`src/rtl/ram8_clr.sv`:
```
// 8 x 16-bit register file with a combinational read and an optional clear sweep.
// The clear sweep is built only when RAM8_CLR_SWEEP_EN is defined.
module ram8_clr #(
  parameter logic [15:0] CLR_VAL = 16'h0000
) (
  input  logic        clk,
  input  logic        rst,
  input  logic [15:0] in,
  input  logic        load,
  input  logic [2:0]  address,
  input  logic        clr,
  output logic [15:0] out,
  output logic        busy
);

  logic [15:0] r_word [8];
  logic [7:0]  w_we;
  logic [7:0]  w_clr_we;
  logic        w_accept;

  assign out  = r_word[address];
  assign w_we = w_accept ? (8'b1 << address) : 8'b0;

`ifdef RAM8_CLR_SWEEP_EN

  typedef enum logic {
    IDLE  = 1'b0,
    SWEEP = 1'b1
  } state_t;

  state_t     r_state;
  state_t     w_state_nxt;
  logic [2:0] r_ptr;
  logic [2:0] w_ptr_nxt;
  logic       w_sweep_wr;

  always_ff @(posedge clk) begin
    if (rst) begin
      r_state <= IDLE;
      r_ptr   <= 3'd0;
    end else begin
      r_state <= w_state_nxt;
      r_ptr   <= w_ptr_nxt;
    end
  end

  always_comb begin
    w_state_nxt = r_state;
    w_ptr_nxt   = r_ptr;
    w_accept    = 1'b0;
    w_sweep_wr  = 1'b0;
    unique case (r_state)
      IDLE: begin
        // clr wins over load; the simultaneous load is dropped
        if (clr) begin
          w_state_nxt = SWEEP;
          w_ptr_nxt   = 3'd0;
        end else begin
          w_accept = load;
        end
      end
      SWEEP: begin
        w_sweep_wr = 1'b1;
        if (r_ptr == 3'd7) begin
          w_state_nxt = IDLE;
          w_ptr_nxt   = 3'd0;
        end else begin
          w_ptr_nxt = r_ptr + 3'd1;
        end
      end
    endcase
  end

  assign busy     = (r_state == SWEEP);
  assign w_clr_we = w_sweep_wr ? (8'b1 << r_ptr) : 8'b0;

`else

  logic w_unused_clr;

  assign w_unused_clr = clr;
  assign w_accept     = load;
  assign busy         = 1'b0;
  assign w_clr_we     = 8'b0;

`endif

  always_ff @(posedge clk) begin
    if (rst) begin
      for (int i = 0; i < 8; i++) begin
        r_word[i] <= 16'h0000;
      end
    end else begin
      for (int i = 0; i < 8; i++) begin
        if (w_clr_we[i]) begin
          r_word[i] <= CLR_VAL;
        end else if (w_we[i]) begin
          r_word[i] <= in;
        end
      end
    end
  end

endmodule

```
`config.mk`:
```
export PLATFORM = sky130hd
export DESIGN_NAME = ram8_clr
export DESIGN_NICKNAME = d
export VERILOG_FILES = /design/src/rtl/ram8_clr.sv
export SDC_FILE = /design/constraint.sdc
export NUM_CORES = 1
export LEC_CHECK = 0
export CAP_MARGIN = 25
export CELL_PAD_IN_SITES_DETAIL_PLACEMENT = 1
export CELL_PAD_IN_SITES_GLOBAL_PLACEMENT = 2
export CORE_UTILIZATION = 39
export CTS_BUF_LIST = sky130_fd_sc_hd__clkbuf_2
export DETAILED_ROUTE_END_ITERATION = 12
export PLACE_DENSITY_LB_ADDON = 0.1
export SYNTH_ARGS = -nofsm -noshare
export SYNTH_HDL_FRONTEND = slang
export SYNTH_SLANG_ARGS = --single-unit
```
`constraint.sdc`:
```
create_clock -name clk -period 1.5 [get_ports clk]
set_clock_uncertainty 0.05 [all_clocks]
set_input_delay 0.15 -clock clk [delete_from_list [all_inputs] [get_ports clk]]
set_output_delay 0.15 -clock clk [all_outputs]
set_load 0.1 [all_outputs]
```
==> summary.md <==
| Metric | Value |
|---|---|
| Outcome | complete, but fails checks |
| Failing checks | setup timing |
| Crit path capture type | output port |
| Commonest non-fill, non-tap cell in the layout | edfxtp_1 |
| Clock Sinks | around 130 |
| Crit path max-delay cell type | mux4_2 |
| Remaining Overflow, GRT | 0 |
| CP top delay family | multiplexers |
| Startpoint Class | flip-flop |
| Global-route wire length before repair | ~23000 um |
| GP Congestion | between 0.7 and 0.8 |
| Final hold violations | 0 |
| Largest net degree at the start of global routing | 25 |
| Htree depth | 4 |
| First drt pass iteration count | 4 |
| Synth Area in Simple Gates | 12.2% |
| Core ar. | around 0.014 mm^2 |
| Slew Limit Fails | 0 |
| Main synth FF type | edfxtp_1 |
| Via count | 3552 |
| Adder-Cell Fraction of Synth Area | 0% |
| Syn_area_per_cell | approximately 14 um^2 |
| Final setup fails | 16 |
| Largest family of logic cells by synthesized area | multiplexers |
| Boundary Pins | 40 |
| Seq/Total Area, Yosys | around 69% |
| Mux contribution to synthesized area | roughly an eighth |
| CP Class | flip-flop to output port |
| TritonCTS clock tree | done |
| Post-layout min period | 2.27 ns |
| Hold crit path type | input port to flip-flop |
| Number of routed nets with antenna violations | 0 |
| Total Power | a little under 8 mW |
| Commonest cells after routing, fill and taps aside | 128 x edfxtp_1, 103 x nor2_1, 57 x buf_4 |
| CTS Buffer Depth | 2 |
| GR Util All Layers | between 20% and 30% |
| Num CTS Buffers | 17 |
| Initial antenna violation count | 0 |
| Fmax | approximately 440 MHz |
| Post-synth cell types | 23 |
| Remaining DRCs | 0 |
| Lkg Pwr | about 2.8 nW |
| CP bufs+invs | 1 |
| Arr. time, crit path | 2.07 ns |
| Largest register FFs | between 100 and 150 |
| Compound-cell area share of the yosys netlist | roughly 2.9% |
| Nets | slightly above 500 |
| Post-synthesis xor/xnor area fraction | 0% |
| Die Y-Extent | between 100 and 150 um |
| Clk slew on worst S/H paths | ~0.17 ns |
| Crit-path cells | mux4_2, mux2_4, buf_12 |
| Buffers added on ports | 37 |
| Iter 0 DRT Violations | 210 |
| Initial Util | ~40% |
| Post-Route WL | 15200 um |
| Syn_nets | roughly 410 |
| Max_cap viols | 0 |
| Post-Syn Area | ~0.0056 mm^2 |
| Share of cells above drive strength 1 | around two fifths |
| Setup Buffers After CTS | 0 |
| Pre-CTS setup slack | -0.475 ns |
| Slowest stage delay, CP | between 0.4 and 0.5 ns |
| Vias per std cell | 5.18 |
| DP Wirelength | 10400 um |
| DIE WIDTH | between 100 and 150 um |
| Maximum vdd ir drop | 575 uV |
| Final worst slack | -0.769 ns |
| Vias in the first global route | 3857 |
| Synthesis Warnings | 0 |
| Critical path peak fanout | 1 |
| Req. time, crit path | 1.30 ns |
| Wire length per cell | about 22 um |
| Largest registers | r_word: 128 flops |
| Cell row count | 43 |
| Syn Inst Count | between 300 and 400 |
| Clock root cell | clkbuf_2 |
| Area grow syn2layout | 33.0% |
| Most flops, register | r_word |
| ANT cells | 0 |
| RSZ-0062 raised after global routing | true |
| Final period util | 151% |
| EDFF count, synth | approximately 130 |
| #FFs+latches synth | about 130 |
| Pwr Density | about 1100 mW/mm^2 |
| Post-synth ARST share | 0% |
| Die area | ~0.015 mm^2 |
worst paths after layout:
kind | startpoint | end | depth (start not counted)
min | in[0] | r_word[4][0]$_SDFFCE_PN0P_ | 4
max | r_word[2][11]$_SDFFCE_PN0P_ | out[11] | 3
timing repair:
| action | 4_1_cts | 5_1_grt |
|---|---|---|
| pin swaps | 22 | 8 |
| resized for setup | 38 | 6 |
| setup endpoints to repair | 16 | 16 |
| endpoints found under the hold margin | 0 | 0 |
| hold buffers | 0 | 0 |
through the flow:
stage / std cells / util [%] / hold slack [ns] / cell area (um^2) / TNS (ns)
floorplan: 391 / - / 0.404 / 5780 / -2.69
global route: 686 / 53.4 / 0.142 / 7410 / -11.76
CTS: 686 / 53.2 / 0.121 / 7380 / -11.24
finish: 686 / 53.4 / 0.194 / 7410 / -9.95
detailed placement: 655 / 50.8 / 0.869 / 7050 / -76.71
global placement: 655 / 50.8 / 0.841 / 7050 / -70.07
cell usage after synthesis (all sizes together), types with 4 or more instances:
cell type	count	area, um^2
o22ai	12	75.1
nor2	103	387
edfxtp	128	3840
inv	17	63.8
clkbuf	7	26.3
a211oi	8	65.1
nor2b	4	25.0
nand3	5	25.0
nand2	21	78.8
nand2b	24	150
mux2	20	225
mux4	19	439
buf	15	106
cells by family after synthesis:
group | Yosys count
buf+inv | 39
other cells | 1
simple gates | 160
flops | 128
compound gates | 22
mux | 41
layer usage:
metal  track usage [%]  up-vias  wire length, um
met4              8.10        0              182
met2              38.1       75             7910
met3              4.09       16              545
li1                  -     1616                -
met5                 0        -                0
met1              29.4     1845             6510
cell type report:
class,instances,area (um^2)
Sequential cell,128,3840
Multi-Input combinational cell,224,1910
Fill cell,1393,6470
Inverter,17,63.8
Clock inverter,10,71.3
Clock buffer,21,105
Timing Repair Buffer,106,1190
Tap cell,180,225
where the power goes:
part           internal [mW]  switching (mW)
combinational          0.746            1.04
sequential              4.20          0.0835
clock                  0.582            1.21
total                   5.52            2.34
(Power assumes the default switching activity.)
